## config.mk

```make
export PLATFORM = sky130hd
export DESIGN_NAME = input_port
export DESIGN_NICKNAME = d
export VERILOG_FILES = /design/src/rtl/input_port.sv
export SDC_FILE = /design/constraint.sdc
export NUM_CORES = 1
export LEC_CHECK = 0
export CAP_MARGIN = 20
export CELL_PAD_IN_SITES_DETAIL_PLACEMENT = 1
export CELL_PAD_IN_SITES_GLOBAL_PLACEMENT = 2
export CORE_ASPECT_RATIO = 0.5
export CORE_MARGIN = 5
export CORE_UTILIZATION = 41
export CTS_CLUSTER_SIZE = 30
export DETAILED_ROUTE_END_ITERATION = 8
export PLACE_DENSITY = 0.89
export SLEW_MARGIN = 20
export SYNTH_ARGS = -nofsm -noshare
export SYNTH_HDL_FRONTEND = slang
export SYNTH_SLANG_ARGS = --single-unit
```

## constraint.sdc

```tcl
create_clock -name clk -period 2.2 [get_ports clk]
set_input_delay 0.44 -clock clk [delete_from_list [all_inputs] [get_ports clk]]
set_output_delay 0.44 -clock clk [all_outputs]
set_load 0.01 [all_outputs]
```

## src/rtl/input_port.sv

```systemverilog
// input_port: synchronise, debounce and capture rising edges of board inputs as {pending, stable}.
// Optional macro INPUT_PORT_IRQ_EN adds a one-cycle irq pulse on each new event.
module input_port #(
  parameter int WIDTH           = 8,
  parameter int DEBOUNCE_CYCLES = 50000,
  parameter int CNT_W           = $clog2(DEBOUNCE_CYCLES+1)
) (
  input  logic             clk,
  input  logic             n_async_reset,
  input  logic [WIDTH-1:0] raw_i,
  input  logic             rd_strobe_i,
  output logic [15:0]      data_o,
  output logic             event_o,
  output logic             irq_o
);
  localparam logic [CNT_W-1:0] LAST = CNT_W'(DEBOUNCE_CYCLES-1);
  logic [WIDTH-1:0] sync1_q, sync2_q, stable_q, stable_d, pending_q, pending_d, rise;
  logic [CNT_W-1:0] cnt_q [WIDTH];
  logic [CNT_W-1:0] cnt_d [WIDTH];
  logic [15:0]      data_q, data_d;
  logic [7:0]       pend8, stab8;
  always_comb begin
    for (int i = 0; i < WIDTH; i++) begin
      // a mismatch that has lasted the full window is accepted; any return to stable restarts
      cnt_d[i]    = (sync2_q[i] == stable_q[i] || cnt_q[i] == LAST) ? '0 : cnt_q[i] + 1'b1;
      stable_d[i] = (sync2_q[i] != stable_q[i] && cnt_q[i] == LAST) ? sync2_q[i] : stable_q[i];
    end
    rise      = stable_d & ~stable_q;
    pending_d = rise | (pending_q & ~{WIDTH{rd_strobe_i}});
    pend8     = '0;
    stab8     = '0;
    pend8[WIDTH-1:0] = pending_q;
    stab8[WIDTH-1:0] = stable_q;
    data_d    = {pend8, stab8};
  end
  always_ff @(posedge clk or negedge n_async_reset) begin
    if (!n_async_reset) begin
      sync1_q   <= '0;
      sync2_q   <= '0;
      stable_q  <= '0;
      pending_q <= '0;
      cnt_q     <= '{default: '0};
      data_q    <= '0;
    end else begin
      sync1_q   <= raw_i;
      sync2_q   <= sync1_q;
      stable_q  <= stable_d;
      pending_q <= pending_d;
      cnt_q     <= cnt_d;
      data_q    <= data_d;
    end
  end
  assign data_o  = data_q;
  assign event_o = |pending_q;
`ifdef INPUT_PORT_IRQ_EN
  logic irq_q;
  always_ff @(posedge clk or negedge n_async_reset) begin
    if (!n_async_reset) irq_q <= 1'b0;
    else                irq_q <= |(rise & ~pending_q);
  end
  assign irq_o = irq_q;
`else
  assign irq_o = 1'b0;
`endif
endmodule
```

==> metrics.md, run 1 <==
| Metric | Value |
|---|---|
| Worst setup EP type | `output pin` |
| Die H | `107.0 µm` |
| Mapped Area | `7709 µm²` |
| Run status | `finished clean` |
| Cell breakdown of the critical path | `nor4_1 > nand2_1 > dlygate4sd2_1` |
| Syn Area/Cell | `10.69 µm²` |
| Slowest CP cell | `dfrtp_1` |
| Final net count | `788` |
| Drt total wl | `17.31 mm` |
| HPWL after DPL | `11.32 mm` |
| Fin crit period | `2.016 ns` |
| Clock latency on the worst-skew pair | `0.43 ns` |
| Grt total ovfl | `0` |
| Final Hold Viols | `0` |
| Gp weighted congestion | `0.8054` |
| Final ANT Viol Nets | `0` |
| Share of post-route cells with drive strength above 1 | `7.161%` |
| Final Skew | `0.01128 ns` |
| Hold_ws | `0.3534 ns` |
| Drc violations | `0` |
| GRT Util Overall | `16.93%` |
| Peak VDD IR | `0.5876 mV` |
| Largest fanout on the critical path | `3` |
| Place WS | `0.3740 ns` |
| Wire per inst | `16.63 µm` |
| Buf/Inv on CP | `1` |
| Final WS setup | `0.1838 ns` |
| First-pass GRT wire length | `29.79 mm` |
| Peak Freq | `496.0 MHz` |
| Post-route setup TNS | `0 ns` |
| Clock buffer count from CTS | `17` |
| Tightest Pin Transition | `0.5368 ns` |
| Number of I/O port buffers | `27` |
| CORE AREA | `18440 µm²` |
| Die area | `21810 µm²` |
| DR vias/cell | `5.225` |
| Setup violators final | `0` |
| Initial Util | `41.81%` |
| Pwr dens | `729.4 nW/µm²` |
| Post-synthesis net count | `740` |
| Static leakage | `3.774 nW` |
| Final period util | `91.65%` |
| Slew margin rel. | `64.13%` |
| Yosys reg bits | `176` |
| Die width | `203.9 µm` |
| Vias in the first global route | `5920` |
| Crit path launch type | `register` |
| TritonRoute pass-1 iters | `4` |
| H-tree depth | `4` |
| WS Path Type | `register to output pin` |
| Initial antenna violation count | `0` |
| Max Slew Vio Count | `0` |
| Clock transition at the registers of the reported paths | `0.07 ns` |
| Critical Path AT | `1.58 ns` |
| Critical path's top delay family | `flip-flops` |
| CTS sink cnt | `176` |
| CTS tree | `yes` |
| Largest net degree at the start of global routing | `45` |
| Row count | `35` |
| 1st-iter DRT viols | `206` |
| Yosys cell types | `38` |
| Antenna Cells | `0` |
| Global route hottest layer | `met2` |
| GRT met3 Usage | `3.898%` |
| Met2 Use GR | `30.24%` |
| Root Driver | `clkbuf_16` |
| Layout fillers | `2020` |
| Crit-path max cell delay | `0.43 ns` |
| Post-synthesis sequential area ratio | `57.13%` |
| Io pins | `29` |
| Via count | `5439` |
| Max Buffers Root-to-Sink | `2` |
| Setup bufs post-CTS | `0` |
| Post-Syn Instances | `721` |
| WP data required | `1.76 ns` |
| Area Growth Syn to Fin | `16.41%` |
| M1 GR Usage | `21.04%` |
| Unrepaired setup endpoints after global routing | `no` |
| Worst Hold Class | `register to register` |
| Yosys Warn Count | `0` |
| Max Cap Viol | `0` |
## final cells by class
class                   count  area, µm²  area share, %
flip-flops and latches    176       4404          49.08
inverters                  26      97.59          1.088
clock buffers              18      439.2          4.894
repair buffers             43      417.9          4.657
well taps                 259      324.1          3.611
multi-input cells         505       3152          35.12
clock inverters            14      138.9          1.548
## synth_stat cells
master / count / share of area (%)
dfrtp_1: 176 / 57
nor2_1: 126 / 6.1
xnor2_1: 70 / 8.0
xor2_1: 45 / 5.1
nand3_1: 41 / 2.7
nand2_1: 37 / 1.8
nand4_1: 34 / 2.8
nor4_1: 28 / 2.3
inv_1: 26 / 1.3
nor3_1: 21 / 1.4
and3_1: 16 / 1.3
and4_1: 10 / 1.1
clkbuf_1: 8 / 0.39
ha_1: 8 / 1.3
nor4b_1: 8 / 0.91
nor4bb_1: 8 / 1.0
o21ai_0: 8 / 0.52
or3_1: 6 / 0.49
a21oi_1: 5 / 0.32
o32ai_1: 5 / 0.57
and2_1: 4 / 0.32
buf_2: 4 / 0.26
mux2_2: 3 / 0.44
nand2b_1: 3 / 0.24
nand4b_1: 3 / 0.34
o22ai_1: 3 / 0.24
and3b_1: 2 / 0.23
nor2b_1: 2 / 0.16
o31ai_1: 2 / 0.19
buf_1: 1 / 0.049
buf_4: 1 / 0.097
conb_1: 1 / 0.049
mux2_4: 1 / 0.19
nand3b_1: 1 / 0.097
nor4b_2: 1 / 0.19
o41ai_2: 1 / 0.21
or4_1: 1 / 0.097
or4_4: 1 / 0.15
## worst reg2reg max path, stage by stage, from the launching register on
cell and delay (ns):
dfrtp_1 0.47, nor4bb_1 0.36, nand4b_1 0.27, nand2_1 0.49, nor2_1 0.13
## kinds of logic (layout without fill, tap and decap cells)
kind of cell	Yosys count	after routing	share of synthesized area (%)
compound gates	24	24	2.061
xor+xnor	115	115	13.07
fa+ha+maj	8	8	1.299
buf+inv	40	101	2.061
flops	176	176	57.13
mux	4	4	0.6329
other cells	1	1	0.04865
simple gates	353	353	23.70
## cells in the final DEF, fill, tap and decap left out, types with 2 or more instances in the layout
| master | n |
|---|---|
| nor2_1 | 126 |
| xnor2_1 | 70 |
| nand2b_1 | 3 |
| clkbuf_16 | 17 |
| buf_12 | 2 |
| nor4_1 | 27 |
| a21oi_1 | 5 |
| o31ai_1 | 2 |
| ha_1 | 8 |
| dfrtp_1 | 176 |
| inv_8 | 5 |
| o21ai_0 | 8 |
| clkinv_4 | 2 |
| nor4bb_1 | 8 |
| inv_1 | 26 |
| and2_1 | 4 |
| o22ai_1 | 3 |
| nor3_1 | 21 |
| inv_6 | 5 |
| and3b_1 | 2 |
| and3_1 | 16 |
| clkdlybuf4s50_1 | 25 |
| o32ai_1 | 5 |
| nand2_1 | 37 |
| buf_4 | 13 |
| nor4b_1 | 8 |
| nand3_1 | 41 |
| and4_1 | 10 |
| nand4_1 | 34 |
| or3_1 | 6 |
| nor2b_1 | 2 |
| nand4b_1 | 3 |
| xor2_1 | 45 |
| mux2_2 | 3 |
## path summary, 6_finish.rpt
| kind | from | end | slack, ns | cells after the start |
|---|---|---|---|---|
| min | sync1_q[0] | sync2_q[0] | 0.35 | 0 |
| min reg2reg | sync1_q[0] | sync2_q[0] | 0.35 | 0 |
| max | pend8[2] | event_o | 0.18 | 3 |
| max in group asynchronous | n_async_reset | sync2_q[7] | 1.06 | 3 |
| max reg2reg | cnt_q[8] | cnt_q[15] | 0.34 | 4 |
| min in group asynchronous | n_async_reset | cnt_q[27] | 0.50 | 2 |
## report_power, final
group | total [mW] | internal [mW] | switching (mW)
registers | 3.33 | 3.28 | 0.0505
logic | 0.219 | 0.0769 | 0.143
clock network | 2.99 | 1.55 | 1.45
## repair_timing
| item | CTS | global route |
|---|---|---|
| setup endpoints to repair | 1 | 0 |
| hold buffers | 1 | 0 |
| endpoints found under the hold margin | 37 | 0 |
| gates resized for setup | 2 | 0 |
## per-stage QoR
stage	area [µm²]	util [%]	power, mW	instances
6_report	8974	48.67	6.545	1041
5_1_grt	8974	48.67	6.818	1041
4_1_cts	8974	48.67	6.641	1041
3_5_place_dp	8381	45.46	3.615	1008
3_3_place_gp	8381	45.46	3.604	1008
2_1_floorplan	7709	-	3.469	721
## registers in the layout, summed over array words and instances, names as in the netlist
signal   flops
cnt_q      128
data_o      16
pend8        8
stab8        8
sync1_q      8
sync2_q      8
## routing by layer
layer / vias up / wire length (µm)
li1: 2585 / -
met1: 2804 / 7955
met2: 39 / 8893
met3: 11 / 332
met4: 0 / 131
met5: - / 0
No activity file was read; power rests on OpenSTA's default activity.
==> inputs of run 2 (changes only) <==
--- a/config.mk
+++ b/config.mk
@@ -11,6 +11,7 @@
 export CORE_ASPECT_RATIO = 0.5
 export CORE_MARGIN = 5
 export CORE_UTILIZATION = 41
+export CTS_CLUSTER_DIAMETER = 50
 export CTS_CLUSTER_SIZE = 30
 export DETAILED_ROUTE_END_ITERATION = 8
 export PLACE_DENSITY = 0.89
==> results of run 2 <==
Final layout, timing and power as in run 1 (identical DEF).
==> RTL edit: new RTL, config.mk and constraints of run 1 <==
Put a register stage on the output `event_o`, with the module's reset. The value now appears one clock later. The other outputs are not delayed to match.
--- a/src/rtl/input_port.sv
+++ b/src/rtl/input_port.sv
@@ -51,7 +51,13 @@
     end
   end
   assign data_o  = data_q;
-  assign event_o = |pending_q;
+  always_ff @(posedge clk or negedge n_async_reset) begin
+    if (!n_async_reset) begin
+      event_o <= '0;
+    end else begin
+      event_o <= |pending_q;
+    end
+  end
 `ifdef INPUT_PORT_IRQ_EN
   logic irq_q;
   always_ff @(posedge clk or negedge n_async_reset) begin
Formal check against the unedited RTL: same outputs for any inputs over 10 cycles, from zero or initial values and one cycle with n_async_reset low; that may be too few to reach the edited logic, so the function may still have changed.
==> RTL edit against run 1 <==
- core utilization is essentially flat
- die area grew 0.30%
- critical endpoint is now cnt_q[18]$_DFF_PN0_
- sequential cell count increased by 1
- critical path depth rose by 1
- global-route usage decreased by 0.37 points
- area after synthesis increased by 0.32%
- routed wire length down 1.3%
- final area increased by 0.22%
- total power shrank 1.5%
- non-clock buffer count increased by 2
- fmax increased by 7.7%
- worst setup slack improved by 0.14 ns
==> RTL edit: results (changes against run 1) <==
status complete, no violations; total track usage 16.6% (-0.37 points); Hold Path Origin sync1_q[4]$_DFF_PN0_; total CTS buffers 17 (unchanged); critical path arrival 2.15 ns (+0.57 ns); Initial DRC Count 231 (+12%); clk_skew 0.0104 ns (-0.000921 ns); register area share after synthesis 57.3% (+0.14 points); Least-Margin Pin Slew 0.553 ns (+0.0157 ns); first-pass GRT wire length 29600 microns (-0.77%); Worst Setup EP cnt_q[18]$_DFF_PN0_; syn nets 741 (+0.14%); Post-DP HPWL 11400 microns (+0.73%); post-synthesis compound-gate area fraction 2.05% (-0.0067 points); placed cells 1011 (+0.30%); Cell Count, Final, Fillers Out 1044 (+0.29%); GPL Wtd Cong 0.789 (-2.1%); fillers 2030 (+0.50%); H-tree levels 4 (unchanged); vias in the first global route 5832 (-1.5%); CP peak stage delay 0.49 ns (+0.06 ns); Post-Synth Adder-Cell Area 1.29% (-0.0042 points); Synth Area in XOR/XNOR 13.0% (-0.042 points); CP Max Fanout 15 (+12); largest net degree at the start of global routing 56 (+24%); NumNets Final 791 (+0.38%); layout cells sized above 1 7.13% (-0.027 points); Cells after Synth 722 (+0.14%); leak pwr 3.76 nW (-0.32%); drt wl/cell 16.4 microns (-1.6%); post-CTS resize count 0 (-2); Vias 5381 (-1.1%); Critical Path Source cnt_q[21]$_DFF_PN0_; Clk pin slew, worst setup/hold paths 0.07 ns (about the same); Commonest cells post-synth dfrtp_1 (177), nor2_1 (126), xnor2_1 (70), xor2_1 (45), nand3_1 (41); VDD IR max 0.495 mV (-16%); Worst R2R Start cnt_q[21]$_DFF_PN0_; internal power 0.00487 W (-0.73%); Area contributors post-synth dfrtp_1 (57%), xnor2_1 (7.9%), nor2_1 (6.1%)
[RTL edit: cells by family (layout without fill, tap and decap cells)]
family,Yosys count,count (layout)
other,1,1
buffers and inverters,40,103
flip-flops,177,177
adder cells (fa/ha/maj),8,8
AND/OR/NAND/NOR,353,353
XOR/XNOR,115,115
AO/OA/AOI/OAI,24,24
multiplexers,4,4
[RTL edit: power groups by stage]
| stage | sequential [W] | clock (W) | combinational (W) |
|---|---|---|---|
| 2_1_floorplan | 0.00340 | 0 | 0.0000892 |
| 3_3_place_gp | 0.00341 | 0 | 0.000222 |
| 3_5_place_dp | 0.00341 | 0 | 0.000230 |
| 4_1_cts | 0.00335 | 0.00295 | 0.000234 |
| 5_1_grt | 0.00336 | 0.00311 | 0.000260 |
| 6_report | 0.00335 | 0.00287 | 0.000225 |
[RTL edit: final cells by class]
cell class	instances	area, sq um	area share [%]
Clock buffer	18	429	4.77
Clock inverter	14	121	1.35
Inverter	26	97.6	1.09
Multi-Input combinational cell	505	3150	35.0
Sequential cell	177	4430	49.2
Tap cell	259	324	3.60
Timing Repair Buffer	45	447	4.97
[RTL edit: how the worst min path moves through the flow]
stage          slack [ns]                   end
2_1_floorplan        0.14    cnt_q[0]$_DFF_PN0_
3_3_place_gp         0.33  sync2_q[3]$_DFF_PN0_
3_5_place_dp         0.34  sync2_q[2]$_DFF_PN0_
4_1_cts              0.35  sync2_q[4]$_DFF_PN0_
5_1_grt              0.36  sync2_q[4]$_DFF_PN0_
6_report             0.35  sync2_q[4]$_DFF_PN0_
[RTL edit: worst max-delay path: cells and delay by family, from the launching register on]
family	cells	cell delay, ns
flip-flops	1	0.43
AND/OR/NAND/NOR	4	1.28
[RTL edit: routing by layer]
metal,up-vias,GRT usage [%],wire length [microns]
li1,2592,-,-
met1,2726,21.7,8080
met2,49,28.3,8440
met3,14,3.29,379
met4,0,4.54,184
met5,-,0,0
[RTL edit: metrics by stage]
stage | utilization (%) | setup slack [ns] | area, sq um | total power, W
floorplan | - | 0.469 | 7730 | 0.00349
detailed placement | 45.6 | 0.381 | 8430 | 0.00364
finish | 48.7 | 0.328 | 8990 | 0.00645
CTS | 48.7 | 0.312 | 8990 | 0.00653
global route | 48.7 | 0.0975 | 8990 | 0.00672
global placement | 45.6 | 0.424 | 8430 | 0.00363
